`src/rtl/hilo_mdu_if.sv`:
```
// hilo_mdu_if: EX-stage <-> MDU bundle.
//   master (pipeline side): drives the op, operands, multiplier products and
//                           MFHI/MFLO requests; reads hi/lo/busy/stall.
//   slave  (MDU side)     : the reverse.
interface hilo_mdu_if;
  logic        op_valid;
  logic [2:0]  op;
  logic [31:0] rs_data;
  logic [31:0] rt_data;
  logic [63:0] mult_res;
  logic [63:0] multu_res;
  logic        rd_hi_req;
  logic        rd_lo_req;
  logic [31:0] hi;
  logic [31:0] lo;
  logic        busy;
  logic        stall;

  modport master (
    output op_valid, op, rs_data, rt_data, mult_res, multu_res, rd_hi_req, rd_lo_req,
    input  hi, lo, busy, stall
  );
  modport slave (
    input  op_valid, op, rs_data, rt_data, mult_res, multu_res, rd_hi_req, rd_lo_req,
    output hi, lo, busy, stall
  );
endinterface

```
`src/rtl/hilo_mdu.sv`:
```
// hilo_mdu: HI/LO register owner for the EX stage.
//   MULT/MULTU  : capture the external multiplier product in one cycle.
//   DIV/DIVU    : 32-step restoring divider on operand magnitudes, sign fixup
//                 applied on the final step.
//   MTHI/MTLO   : direct register writes.
// Ports:
//   clk, rst_n  : clock (rising edge), async active-low reset
//   bus (slave) : op/operands/products/read requests in; hi, lo, busy, stall out
module hilo_mdu #(
  parameter int DIV_CYCLES = 32
) (
  input  logic       clk,
  input  logic       rst_n,
  hilo_mdu_if.slave  bus
);
  localparam int CW = $clog2(DIV_CYCLES);
  localparam logic [CW-1:0] LAST = CW'(DIV_CYCLES - 1);

  localparam logic [2:0] OP_MULT  = 3'b001;
  localparam logic [2:0] OP_MULTU = 3'b010;
  localparam logic [2:0] OP_DIV   = 3'b011;
  localparam logic [2:0] OP_DIVU  = 3'b100;
  localparam logic [2:0] OP_MTHI  = 3'b101;
  localparam logic [2:0] OP_MTLO  = 3'b110;

  typedef enum logic {S_IDLE, S_DIV} state_t;

  state_t        state;
  logic          busy_q;
  logic [31:0]   hi_q, lo_q;
  logic [32:0]   rem_q;
  logic [31:0]   quo_q, dvsr_q;
  logic [CW-1:0] cnt_q;
  logic          qneg_q, rneg_q;

  logic          is_mdu, accept, sgn;
  logic [31:0]   rs_mag, rt_mag;
  logic [32:0]   rem_sh, rem_n;
  logic [33:0]   diff;
  logic [31:0]   quo_n;

  // Reserved op 111 and NONE are both "not an MDU op".
  assign is_mdu = bus.op_valid && (bus.op != 3'b000) && (bus.op != 3'b111);
  assign accept = is_mdu && (state == S_IDLE);
  assign sgn    = (bus.op == OP_DIV);
  assign rs_mag = (sgn && bus.rs_data[31]) ? 32'(-bus.rs_data) : bus.rs_data;
  assign rt_mag = (sgn && bus.rt_data[31]) ? 32'(-bus.rt_data) : bus.rt_data;

  // One restoring step: shift {rem,quo}, trial subtract, keep if non-negative.
  always_comb begin
    rem_sh = {rem_q[31:0], quo_q[31]};
    diff   = {1'b0, rem_sh} - {2'b00, dvsr_q};
    quo_n  = {quo_q[30:0], ~diff[33]};
    rem_n  = diff[33] ? rem_sh : diff[32:0];
  end

  always_ff @(posedge clk or negedge rst_n) begin
    if (!rst_n) begin
      state  <= S_IDLE;
      busy_q <= 1'b0;
      hi_q   <= '0;
      lo_q   <= '0;
      rem_q  <= '0;
      quo_q  <= '0;
      dvsr_q <= '0;
      cnt_q  <= '0;
      qneg_q <= 1'b0;
      rneg_q <= 1'b0;
    end else begin
      case (state)
        S_IDLE: if (accept) begin
          case (bus.op)
            OP_MULT:  {hi_q, lo_q} <= bus.mult_res;
            OP_MULTU: {hi_q, lo_q} <= bus.multu_res;
            OP_MTHI:  hi_q <= bus.rs_data;
            OP_MTLO:  lo_q <= bus.rs_data;
            OP_DIV, OP_DIVU: begin
              if (bus.rt_data == '0) begin
                // Divide by zero completes immediately with a fixed pattern.
                lo_q <= 32'hFFFF_FFFF;
                hi_q <= bus.rs_data;
              end else begin
                quo_q  <= rs_mag;
                dvsr_q <= rt_mag;
                rem_q  <= '0;
                qneg_q <= sgn && (bus.rs_data[31] ^ bus.rt_data[31]);
                rneg_q <= sgn && bus.rs_data[31];
                cnt_q  <= '0;
                state  <= S_DIV;
                busy_q <= 1'b1;
              end
            end
            default: ;
          endcase
        end
        S_DIV: begin
          rem_q <= rem_n;
          quo_q <= quo_n;
          cnt_q <= cnt_q + 1'b1;
          if (cnt_q == LAST) begin
            // 0x80000000 / -1 falls out naturally: magnitude quotient
            // 0x80000000 is left un-negated because both signs are set.
            lo_q   <= qneg_q ? 32'(-quo_n) : quo_n;
            hi_q   <= rneg_q ? 32'(-rem_n[31:0]) : rem_n[31:0];
            state  <= S_IDLE;
            busy_q <= 1'b0;
          end
        end
        default: state <= S_IDLE;
      endcase
    end
  end

  assign bus.hi    = hi_q;
  assign bus.lo    = lo_q;
  assign bus.busy  = busy_q;
  assign bus.stall = busy_q && (bus.rd_hi_req || bus.rd_lo_req || is_mdu);
endmodule
```
`src/flat_wrapper.sv`:
```
// flat-port wrapper written by rule: the top's interface ports become plain ports
module hilo_mdu_flat 
#(
  parameter int DIV_CYCLES = 32
)
  (clk, rst_n, bus_op_valid, bus_op, bus_rs_data, bus_rt_data, bus_mult_res, bus_multu_res, bus_rd_hi_req, bus_rd_lo_req, bus_hi, bus_lo, bus_busy, bus_stall);
  hilo_mdu_if bus_i ();
  input  logic clk;
  input  logic rst_n;
  input wire logic [$bits(bus_i.op_valid)-1:0] bus_op_valid;
  input wire logic [$bits(bus_i.op)-1:0] bus_op;
  input wire logic [$bits(bus_i.rs_data)-1:0] bus_rs_data;
  input wire logic [$bits(bus_i.rt_data)-1:0] bus_rt_data;
  input wire logic [$bits(bus_i.mult_res)-1:0] bus_mult_res;
  input wire logic [$bits(bus_i.multu_res)-1:0] bus_multu_res;
  input wire logic [$bits(bus_i.rd_hi_req)-1:0] bus_rd_hi_req;
  input wire logic [$bits(bus_i.rd_lo_req)-1:0] bus_rd_lo_req;
  output wire logic [$bits(bus_i.hi)-1:0] bus_hi;
  output wire logic [$bits(bus_i.lo)-1:0] bus_lo;
  output wire logic [$bits(bus_i.busy)-1:0] bus_busy;
  output wire logic [$bits(bus_i.stall)-1:0] bus_stall;
  assign bus_i.op_valid = bus_op_valid;
  assign bus_i.op = bus_op;
  assign bus_i.rs_data = bus_rs_data;
  assign bus_i.rt_data = bus_rt_data;
  assign bus_i.mult_res = bus_mult_res;
  assign bus_i.multu_res = bus_multu_res;
  assign bus_i.rd_hi_req = bus_rd_hi_req;
  assign bus_i.rd_lo_req = bus_rd_lo_req;
  assign bus_hi = bus_i.hi;
  assign bus_lo = bus_i.lo;
  assign bus_busy = bus_i.busy;
  assign bus_stall = bus_i.stall;
  hilo_mdu #(.DIV_CYCLES(DIV_CYCLES)) u_core (.clk(clk), .rst_n(rst_n), .bus(bus_i));
endmodule
```
`config.mk`:
```
export PLATFORM = sky130hd
export DESIGN_NAME = hilo_mdu_flat
export DESIGN_NICKNAME = d
export VERILOG_FILES = /design/src/rtl/hilo_mdu_if.sv /design/src/rtl/hilo_mdu.sv /design/src/flat_wrapper.sv
export SDC_FILE = /design/constraint.sdc
export NUM_CORES = 1
export LEC_CHECK = 0
export ABC_AREA = 1
export CAP_MARGIN = 20
export CORE_MARGIN = 1.5
export CORE_UTILIZATION = 50
export CTS_CLUSTER_DIAMETER = 100
export DETAILED_ROUTE_END_ITERATION = 16
export PLACE_DENSITY = 0.83
export SLEW_MARGIN = 20
export SYNTH_ARGS = -nofsm -noshare
export SYNTH_HDL_FRONTEND = slang
export SYNTH_SLANG_ARGS = --single-unit
```
`constraint.sdc`:
```
create_clock -name clk -period 9.4 [get_ports clk]
set_input_delay 1.88 -clock clk [delete_from_list [all_inputs] [get_ports clk]]
set_output_delay 1.88 -clock clk [all_outputs]
set_load 0.1 [all_outputs]
```
==> qor.txt <==
share of synthesized registers carrying an async set or reset: 100%
Congestion Overflow GR: 0
final net count: 2,731
die height: 173 µm
Initial Utilization: 51.3%
Setup violations, final: 0
netlist area before placement: 14,400 µm²
HPWL after detailed placement: 45,900 µm
status: complete, no violations
Post-Route Setup TNS: 0 ns
Detailed Route Iter0 Violations: 1,932
setup repair after global routing missed its margin: false
clk root buf: sky130_fd_sc_hd__clkbuf_16
Placed Instance Area: 17,200 µm²
share of the synthesized area in the top cell type: 29.4%
share of the clock period used by the worst path after layout: 66.0%
via count of the first global-routing pass: 15,980
arrival time of data at the critical path endpoint: 4.32 ns
number of buffers added by the clock tree synthesis step: 17
hold depth: 2
Levels on crit path: 8
per-cell via count in the routed design: 5.84
Seq. cell area: 4230 µm²
internal reg-to-reg setup slack: 4.53 ns
R2R cell count: 24
maximum clock frequency: 161 MHz
launching element type of the critical path: input port
Worst Hold Class: reg2reg
dominant delay contributor by cell family on the critical path: buffers and inverters
wire length per cell after detailed routing: 20.3 µm
average instance area after synthesis: 6.29 µm²
worst path buffer plus inverter count: 4
number of nets still failing antenna checks after routing: 0
Worst Path Max Fanout: 7
portion of the post-synthesis area used by sequential elements: 29.4%
number of standard cells after synthesis: 2,286
die boundary width: 173 µm
CP required: 7.52 ns
cell taking the most area after synthesis: sky130_fd_sc_hd__dfrtp_1
CP max stage delay: 1.15 ns
r2r startpoint: u_core.dvsr_q[19]
net count of the mapped netlist: 2,525
hold violation total from the final report: 0
worst setup path startpoint: bus_op[2]
detailed-route DRC error count: 0
H-tree depth: 4
Clock Skews: 0.0212 ns
routed via count: 16,834
Slowest-stage cell, CP: sky130_fd_sc_hd__clkdlybuf4s50_1
worst slew pin tran: 1.03 ns
post-layout min period: 6.20 ns
Worst setup EP type: output pin
clock network latency to the later pin of the worst-skew pair: 0.45 ns
first-pass GRT wire length: 89,800 µm
CTS hold repair buffers: 0
number of storage elements in the synthesis netlist: 169
initial antenna violation count: 1
clock tree from TritonCTS: yes
pins over their slew limit: 0
worst rel slew slack: 31.0%
setup fix buffers added after clock tree synthesis: 0
end of the worst register-to-register path: u_core.bus.lo[30]
max-cap violations: 0
number of placed I/O pins: 266
count of buffers inserted at the top-level ports: 265
full die area: 29,800 µm²
worst hold margin: 0.482 ns
cell area after layout: 17,800 µm²
overall fraction of global-route tracks in use: 38.9%
Yosys warnings: 0
total length of routed wires: 58,700 µm
critical path type: in2out
pin count of the biggest net entering global routing: 105
number of flops mapped to enable cells by yosys: 0
Core Area: 28,000 µm²
critical-path cell list: clkdlybuf4s50_1 -> nor2_1 -> inv_2 -> o21ai_0 -> a21oi_1 -> inv_1 -> a21oi_1 -> clkdlybuf4s50_1
total number of clock tree sinks: 169
most instantiated flip-flop cell in the synthesis netlist: sky130_fd_sc_hd__dfrtp_1
fraction of final layout cells sized beyond drive strength 1: 4.59%
top post-synthesis cells by area: sky130_fd_sc_hd__dfrtp_1, sky130_fd_sc_hd__nand2_1, sky130_fd_sc_hd__inv_1
number of distinct standard cells referenced by the synthesized netlist: 54
end point of the critical path: bus_stall
clock slew at reported path FFs: 0.08 ns
number of rows in the core area: 61
multi-input combinational cell area: 8660 µm²
number of detailed-route iterations in the first pass: 8
weighted congestion reported at the end of routability-driven placement: 0.994
buffer levels on the longest clock path: 2
Filler cells: 2,722
growth of design area from synthesis to finish: 24.0%
count of instances resized after the clock tree is built: 0
-- area by class of cell --
type,count,share of cell area [%]
Multi-Input combinational cell,1734,48.6
Tap cell,378,2.65
Inverter,290,6.13
Timing Repair Buffer,280,15.5
Sequential cell,169,23.7
Antenna cell,1,0.0140
Clock inverter,14,0.962
Clock buffer,18,2.41
-- sequential cells by signal (all words and copies together), names as in the netlist --
register,count
u_core.bus.hi,32
u_core.bus.lo,32
u_core.dvsr_q,32
u_core.quo_q,32
u_core.rem_q,32
u_core.cnt_q,5
u_core.bus.busy,1
u_core.qneg_q,1
u_core.rneg_q,1
u_core.state,1
-- worst min path at each step --
| stage | from | to | slack (ns) |
|---|---|---|---|
| global route | u_core.bus.hi[31] | u_core.bus.hi[31] | 0.50 |
| global placement | u_core.cnt_q[3] | u_core.cnt_q[3] | 0.47 |
| floorplan | u_core.cnt_q[3] | u_core.cnt_q[3] | 0.45 |
| detailed placement | u_core.bus.hi[22] | u_core.bus.hi[22] | 0.47 |
| CTS | u_core.bus.hi[22] | u_core.bus.hi[22] | 0.49 |
| finish | u_core.bus.hi[22] | u_core.bus.hi[22] | 0.48 |
-- worst register-to-register path, delay by kind of cell, from the launching register on --
kind | cells | cell delay (ns)
adder cells (fa/ha/maj) | 2 | 0.63
AND/OR/NAND/NOR | 15 | 2.44
AO/OA/AOI/OAI | 4 | 0.91
flip-flops | 1 | 0.37
buffers and inverters | 3 | 0.44
-- layer usage --
metal,vias up,part of all wire (%),track usage [%]
met4,0,5.1,19.3
met5,-,0,0
met2,886,47,65.0
met3,177,8.0,5.12
met1,7899,40,49.5
li1,7872,-,-
-- cell families (layout without fill, tap and decap cells) --
kind of cell	after synthesis	in the layout	share of synthesized area [%]
XOR/XNOR	77	77	4.69
AND/OR/NAND/NOR	1226	1226	35.8
flip-flops	169	169	29.4
adder cells (fa/ha/maj)	39	39	3.45
AO/OA/AOI/OAI	391	391	16.1
multiplexers	1	1	0.0696
other	0	1	0
buffers and inverters	383	602	10.5
-- per-stage QoR --
stage / utilization (%) / cells / setup WS, ns
after floorplan: - / 2286 / 3.67
after global placement: 61.5 / 2851 / 3.24
after detailed placement: 61.5 / 2851 / 3.21
after CTS: 63.6 / 2883 / 3.21
after global routing: 63.6 / 2884 / 3.07
final: 63.6 / 2884 / 3.20
-- cell usage in the layout, fill, tap and decap left out, drive strengths merged, types with 19 or more instances in the layout --
| master | n |
|---|---|
| o221ai | 25 |
| clkdlybuf4s50 | 264 |
| inv | 293 |
| a21oi | 91 |
| xor2 | 64 |
| nand2 | 704 |
| clkbuf | 19 |
| dfrtp | 169 |
| nor2 | 259 |
| nand3 | 161 |
| nand4 | 32 |
| ha | 38 |
| o21ai | 165 |
| o22ai | 37 |
| nor3 | 34 |
-- cell usage after synthesis, types with 9 or more instances --
| cell type | number |
|---|---|
| sky130_fd_sc_hd__nand2_1 | 686 |
| sky130_fd_sc_hd__inv_1 | 277 |
| sky130_fd_sc_hd__nor2_1 | 248 |
| sky130_fd_sc_hd__dfrtp_1 | 169 |
| sky130_fd_sc_hd__nand3_1 | 159 |
| sky130_fd_sc_hd__o21ai_0 | 152 |
| sky130_fd_sc_hd__a21oi_1 | 90 |
| sky130_fd_sc_hd__xor2_1 | 64 |
| sky130_fd_sc_hd__clkbuf_1 | 63 |
| sky130_fd_sc_hd__ha_1 | 38 |
| sky130_fd_sc_hd__o22ai_1 | 37 |
| sky130_fd_sc_hd__nor3_1 | 34 |
| sky130_fd_sc_hd__nand4_1 | 31 |
| sky130_fd_sc_hd__o221ai_1 | 25 |
| sky130_fd_sc_hd__a31oi_1 | 18 |
| sky130_fd_sc_hd__a221oi_1 | 15 |
| sky130_fd_sc_hd__nand2_2 | 15 |
| sky130_fd_sc_hd__a22oi_1 | 14 |
| sky130_fd_sc_hd__or2_2 | 13 |
| sky130_fd_sc_hd__xnor2_1 | 13 |
| sky130_fd_sc_hd__buf_1 | 12 |
| sky130_fd_sc_hd__buf_2 | 11 |
| sky130_fd_sc_hd__nor4_1 | 10 |
| sky130_fd_sc_hd__o211ai_1 | 10 |
| sky130_fd_sc_hd__nor2_2 | 9 |
Power is not shown: default switching activity piles up to over one toggle a cycle in this logic, so the estimate is an artifact.
